$ cat src/rtl/vertex_transform.sv
// Applies a 4x4 Q8.8 model-view-projection matrix to four vertices (w = 1.0),
// one clip-space element per cycle. Optional build macro: VTX_TRANSFORM_ROUND_EN.
module vertex_transform #(
  parameter int W    = 16,
  parameter int FRAC = 8
) (
  input  logic         CLK,
  input  logic         rst,
  input  logic         mat_we,
  input  logic [3:0]   mat_addr,
  input  logic [W-1:0] mat_data,
  input  logic         start,
  input  logic [W-1:0] v1_x,
  input  logic [W-1:0] v1_y,
  input  logic [W-1:0] v1_z,
  input  logic [W-1:0] v2_x,
  input  logic [W-1:0] v2_y,
  input  logic [W-1:0] v2_z,
  input  logic [W-1:0] v3_x,
  input  logic [W-1:0] v3_y,
  input  logic [W-1:0] v3_z,
  input  logic [W-1:0] v4_x,
  input  logic [W-1:0] v4_y,
  input  logic [W-1:0] v4_z,
  output logic         busy,
  output logic         done,
  output logic [W-1:0] d11,
  output logic [W-1:0] d12,
  output logic [W-1:0] d13,
  output logic [W-1:0] d14,
  output logic [W-1:0] d21,
  output logic [W-1:0] d22,
  output logic [W-1:0] d23,
  output logic [W-1:0] d24,
  output logic [W-1:0] d31,
  output logic [W-1:0] d32,
  output logic [W-1:0] d33,
  output logic [W-1:0] d34,
  output logic [W-1:0] d41,
  output logic [W-1:0] d42,
  output logic [W-1:0] d43,
  output logic [W-1:0] d44
);

  localparam int PW   = 2 * W;
  localparam int ACCW = 2 * W + 2;
  localparam logic signed [W-1:0]    one_fx = W'(1) << FRAC;
  localparam logic signed [ACCW-1:0] rnd_c  = ACCW'(1) << (FRAC - 1);
  localparam logic signed [ACCW-1:0] max_c  = ACCW'((2 ** (W - 1)) - 1);
  localparam logic signed [ACCW-1:0] min_c  = ~max_c;

  typedef enum logic [1:0] {IDLE, CALC, DONE} state_t;

  state_t state_reg, state_next;
  logic [3:0]            k_reg;
  logic                  done_reg;
  logic signed [W-1:0]   mat_reg    [4][4];
  logic signed [W-1:0]   vtx_reg    [4][3];
  logic signed [W-1:0]   shadow_reg [16];
  logic [W-1:0]          d_reg      [16];
  logic signed [W-1:0]   vtx_in     [4][3];

  always_comb begin
    vtx_in[0][0] = v1_x; vtx_in[0][1] = v1_y; vtx_in[0][2] = v1_z;
    vtx_in[1][0] = v2_x; vtx_in[1][1] = v2_y; vtx_in[1][2] = v2_z;
    vtx_in[2][0] = v3_x; vtx_in[2][1] = v3_y; vtx_in[2][2] = v3_z;
    vtx_in[3][0] = v4_x; vtx_in[3][1] = v4_y; vtx_in[3][2] = v4_z;
  end

  // Element k: vertex k[3:2], matrix row (output component) k[1:0].
  logic [1:0] row_sel, vtx_sel;
  assign row_sel = k_reg[1:0];
  assign vtx_sel = k_reg[3:2];

  logic signed [PW-1:0] prod [4];

  genvar gi;
  generate
    for (gi = 0; gi < 4; gi++) begin : g_mul
      if (gi < 3) begin : g_coord
        assign prod[gi] = PW'(mat_reg[row_sel][gi]) * PW'(vtx_reg[vtx_sel][gi]);
      end else begin : g_w
        assign prod[gi] = PW'(mat_reg[row_sel][gi]) * PW'(one_fx);
      end
    end
  endgenerate

  logic signed [ACCW-1:0] acc, acc_adj, shifted;
  logic signed [W-1:0]    sat_res;

  always_comb begin
    acc = ACCW'(prod[0]) + ACCW'(prod[1]) + ACCW'(prod[2]) + ACCW'(prod[3]);
`ifdef VTX_TRANSFORM_ROUND_EN
    acc_adj = acc + rnd_c;
`else
    acc_adj = acc;
`endif
    shifted = acc_adj >>> FRAC;
    if (shifted > max_c) begin
      sat_res = max_c[W-1:0];
    end else if (shifted < min_c) begin
      sat_res = min_c[W-1:0];
    end else begin
      sat_res = shifted[W-1:0];
    end
  end

  always_comb begin
    state_next = state_reg;
    case (state_reg)
      IDLE:    if (start) state_next = CALC;
      CALC:    if (k_reg == 4'd15) state_next = DONE;
      DONE:    state_next = IDLE;
      default: state_next = IDLE;
    endcase
  end

  always_ff @(posedge CLK or negedge rst) begin
    if (!rst) begin
      state_reg <= IDLE;
      k_reg     <= '0;
      done_reg  <= 1'b0;
      for (int r = 0; r < 4; r++) begin
        for (int c = 0; c < 4; c++) begin
          mat_reg[r][c] <= (r == c) ? one_fx : '0;
        end
        for (int c = 0; c < 3; c++) begin
          vtx_reg[r][c] <= '0;
        end
      end
      for (int e = 0; e < 16; e++) begin
        shadow_reg[e] <= '0;
        d_reg[e]      <= '0;
      end
    end else begin
      state_reg <= state_next;
      done_reg  <= (state_reg == DONE);
      // Matrix is frozen from the start edge until the run returns to IDLE.
      if (mat_we && state_reg == IDLE) begin
        mat_reg[mat_addr[3:2]][mat_addr[1:0]] <= mat_data;
      end
      if (state_reg == IDLE && start) begin
        vtx_reg <= vtx_in;
        k_reg   <= '0;
      end
      if (state_reg == CALC) begin
        shadow_reg[k_reg] <= sat_res;
        k_reg             <= k_reg + 4'd1;
      end
      if (state_reg == DONE) begin
        for (int e = 0; e < 16; e++) begin
          d_reg[e] <= shadow_reg[e];
        end
      end
    end
  end

  assign busy = (state_reg != IDLE);
  assign done = done_reg;

  assign d11 = d_reg[0];  assign d12 = d_reg[1];  assign d13 = d_reg[2];  assign d14 = d_reg[3];
  assign d21 = d_reg[4];  assign d22 = d_reg[5];  assign d23 = d_reg[6];  assign d24 = d_reg[7];
  assign d31 = d_reg[8];  assign d32 = d_reg[9];  assign d33 = d_reg[10]; assign d34 = d_reg[11];
  assign d41 = d_reg[12]; assign d42 = d_reg[13]; assign d43 = d_reg[14]; assign d44 = d_reg[15];

endmodule

$ cat config.mk
export PLATFORM = sky130hd
export DESIGN_NAME = vertex_transform
export DESIGN_NICKNAME = d
export VERILOG_FILES = /design/src/rtl/vertex_transform.sv
export SDC_FILE = /design/constraint.sdc
export NUM_CORES = 2
export LEC_CHECK = 0
export BUFFER_PORTS_ARGS = -buffer_cell sky130_fd_sc_hd__buf_4
export CAP_MARGIN = 20
export CORE_MARGIN = 4
export CORE_UTILIZATION = 62
export CTS_CLUSTER_SIZE = 40
export DETAILED_ROUTE_END_ITERATION = 7
export MAX_ROUTING_LAYER = met4
export PLACE_DENSITY_LB_ADDON = 0.08
export RECOVER_POWER = 50
export SYNTH_ARGS = -nofsm -noshare
export SYNTH_HDL_FRONTEND = slang
export SYNTH_SLANG_ARGS = --single-unit
$ cat constraint.sdc
create_clock -name CLK -period 13.9 [get_ports CLK]
set_input_delay 0.695 -clock CLK [delete_from_list [all_inputs] [get_ports CLK]]
set_output_delay 0.695 -clock CLK [all_outputs]
set_load 0.01 [all_outputs]
==> metrics.md <==
| Metric | Value |
|---|---|
| R2r startpoint | `k_reg[1]` |
| Total number of vias | `48,034` |
| Setup crit end kind | `register` |
| Post-synthesis async set-or-reset flop share | `100%` |
| Arrival time of the worst setup path | `12.68 ns` |
| Fill cell count | `8,861` |
| CP most frequent cell | `fa_1` |
| Worst path max stage delay | `0.95 ns` |
| Pins over their slew limit | `711` |
| Antenna violations before repair | `2` |
| Worst-path clk slew | `0.06 ns` |
| Gr ovfl total | `0` |
| Die H | `344 um` |
| Mapped Cells | `6,565` |
| Vias per cell | `5.63` |
| Die width | `344 um` |
| Clk root buf | `clkbuf_16` |
| EDFF count, synth | `0` |
| Area contributors post-synth | `dfrtp_1, fa_1, mux2_2` |
| Post-cts resize count | `0` |
| RSZ-0062 raised after global routing | `no` |
| Critical Path RT | `14.42 ns` |
| FF+latch area | `24,200 um2` |
| #FFs+latches synth | `967` |
| Antenna-violating nets left | `0` |
| Cts bufs inserted | `97` |
| Pin slew with the least headroom to its limit | `10.88 ns` |
| Met3 WL | `13.4 mm` |
| I/O pins | `474` |
| Reg2Reg Depth | `31` |
| Met2 routed WL | `95.3 mm` |
| Failing checks | `capacitance limit, slew limit` |
| Hold Buf Count CTS | `0` |
| MaxCap Viol Count | `6` |
| Post-CTS setup buffers | `0` |
| Most frequent cells in the layout | `nand2_1, inv_1, dfrtp_1` |
| Htree depth | `3` |
| Syn-to-layout area delta | `11.1%` |
| Setup TNS | `0 ns` |
| Hold Crit Start | `v1_x[3]` |
| WL met1 | `73.7 mm` |
| Syn nets | `7,920` |
| GRT Total Usage | `35.3%` |
| Highest metal used | `met4` |
| CP max FO | `46` |
| Slowest-stage cell, CP | `nor3_4` |
| First-pass GRT wire length | `304 mm` |
| Outcome | `complete, but fails checks` |
| DRT Wirelength | `197 mm` |
| Drt first pass iters | `6` |
| Highest Clock Rate | `0.0822 GHz` |
| DRC | `0` |
| Nets | `8,310` |
| Clock tree sinks | `967` |
| Unique cell type count in the Yosys netlist | `72` |
| Rows | `123` |
| Area of the multi-input gates | `40,800 um2` |
| CTS tree | `yes` |
| Setup Crit Path Kind | `reg -> reg` |
| Min-Delay Path Depth | `3` |
| Vias in the first global route | `51,199` |
| Commonest non-fill, non-tap cell in the layout | `nand2_1` |
| Setup violations, final | `0` |
| Post-synth top area cell | `dfrtp_1` |
| IO buf count | `473` |
| Fraction of layout cells with a size suffix above 1 | `17.2%` |
| GP Congestion | `1.12` |
| Syn Area/Cell | `10.7 um2` |
| Slew headroom | `-625%` |
| Tcrit/Tclk final | `87.5%` |
| Synth warn | `0` |
| Top-area cell type share of the netlist area | `34.4%` |
| Initial Util | `62.4%` |
| WL/cell | `23.1 um` |
| R2r setup slk | `1.73 ns` |
| Clk_lat worst skew | `0.73 ns` |
| Hold worst-path end | `vtx_reg[179]` |
| HPWL after detailed placement | `155 mm` |
| Crit start category | `register` |
| Largest net degree at the start of global routing | `195` |
| PnR worst setup slack | `1.73 ns` |
| Die footprint | `118,000 um2` |
| DRT iter0 DRCs | `3,538` |
| Ys flop type | `dfrtp_1` |
| Reg-to-reg endpoint | `shadow_reg[24]` |
| Seq/Total Area, Yosys | `34.5%` |
| Largest buffer count on any clock path | `3` |
| Place WS | `1.88 ns` |
| Hold Path Class | `in -> reg` |
| Synthesized cell area | `70,100 um2` |
| Core Region | `112,000 um2` |
| Hold Fails Final Rpt | `0` |
| Clk_skew | `0.0639 ns` |
| Tmin final | `12.17 ns` |
[per-stage QoR]
stage / std cells / util (%) / hold WS (ns) / cell area (um2)
after CTS: 8527 / 70.1 / 0.0939 / 78700
final: 8539 / 69.3 / 0.165 / 77900
after detailed placement: 8348 / 67.1 / 0.457 / 75400
after global placement: 8345 / 67.0 / 0.452 / 75300
after floorplan: 6565 / - / 0.399 / 70100
after global routing: 8538 / 69.3 / 0.146 / 77800
[cells by family (layout without fill, tap and decap cells)]
kind of cell    count (synthesis)  count (layout)  share of synthesized area (%)
simple gates                 1855            1855                           11.1
buf+inv                      1355            1825                           7.41
fa+ha+maj                    1139            1139                           30.5
flops                         967             967                           34.5
mux                           703             703                           11.8
compound gates                503             503                           4.21
xor+xnor                       43              43                          0.548
other cells                     0               4                              0
[routing by layer]
metal / global-route usage [%] / vias to the layer above
li1: - / 21100
met1: 43.3 / 24754
met2: 55.9 / 1662
met3: 6.19 / 518
met4: 20.4 / 0
met5: - / -
[worst max-delay path: cells and delay by family, from the launching register on]
family / cells / cell delay (ns)
compound gates: 7 / 1.55
fa+ha+maj: 10 / 5.24
buf+inv: 8 / 1.28
simple gates: 4 / 1.83
xor+xnor: 1 / 0.75
flops: 1 / 0.82
mux: 1 / 0.39
[Yosys cell counts (4+ instances only)]
master	number
nor3_1	7
nor3_2	8
o21ai_1	147
a211oi_1	19
nor3_4	10
o21a_1	56
ha_1	192
buf_2	10
nand2_1	1244
mux4_2	37
inv_1	1044
nand3_1	30
nor2_1	418
o211ai_1	4
a21o_1	13
o21bai_1	5
buf_1	30
fa_1	947
clkbuf_1	254
o21ai_2	16
dfstp_2	4
nor4_1	6
buf_4	5
mux2_2	589
and4_1	4
and2_1	29
o21ai_0	183
a21oi_1	36
nor4_4	9
or2_2	10
and3_1	8
nor2b_1	10
mux2i_1	77
xor2_1	11
buf_6	9
nand2b_1	32
dfrtp_1	963
xnor2_1	31
nand4_1	13
[layout make-up]
| type | count | area share [%] |
|---|---|---|
| clock buffers | 137 | 3.56 |
| diodes | 4 | 0.0129 |
| repair buffers | 600 | 4.70 |
| inverters | 1046 | 5.04 |
| clock inverters | 42 | 0.760 |
| flip-flops and latches | 967 | 31.1 |
| well taps | 1500 | 2.41 |
| multi-input cells | 4243 | 52.4 |
[worst max-delay path by stage]
| stage | startpoint | to | slack [ns] |
|---|---|---|---|
| global placement | k_reg[1] | shadow_reg[94] | 2.06 |
| global route | k_reg[3] | shadow_reg[101] | 1.19 |
| floorplan | k_reg[3] | shadow_reg[132] | 3.23 |
| finish | k_reg[1] | shadow_reg[24] | 1.73 |
| CTS | k_reg[3] | shadow_reg[24] | 1.80 |
| detailed placement | k_reg[1] | shadow_reg[30] | 1.88 |
Power is left out: the tool's default activity adds up to more than one toggle a clock period on the data nets, which glitch-free logic cannot reach.
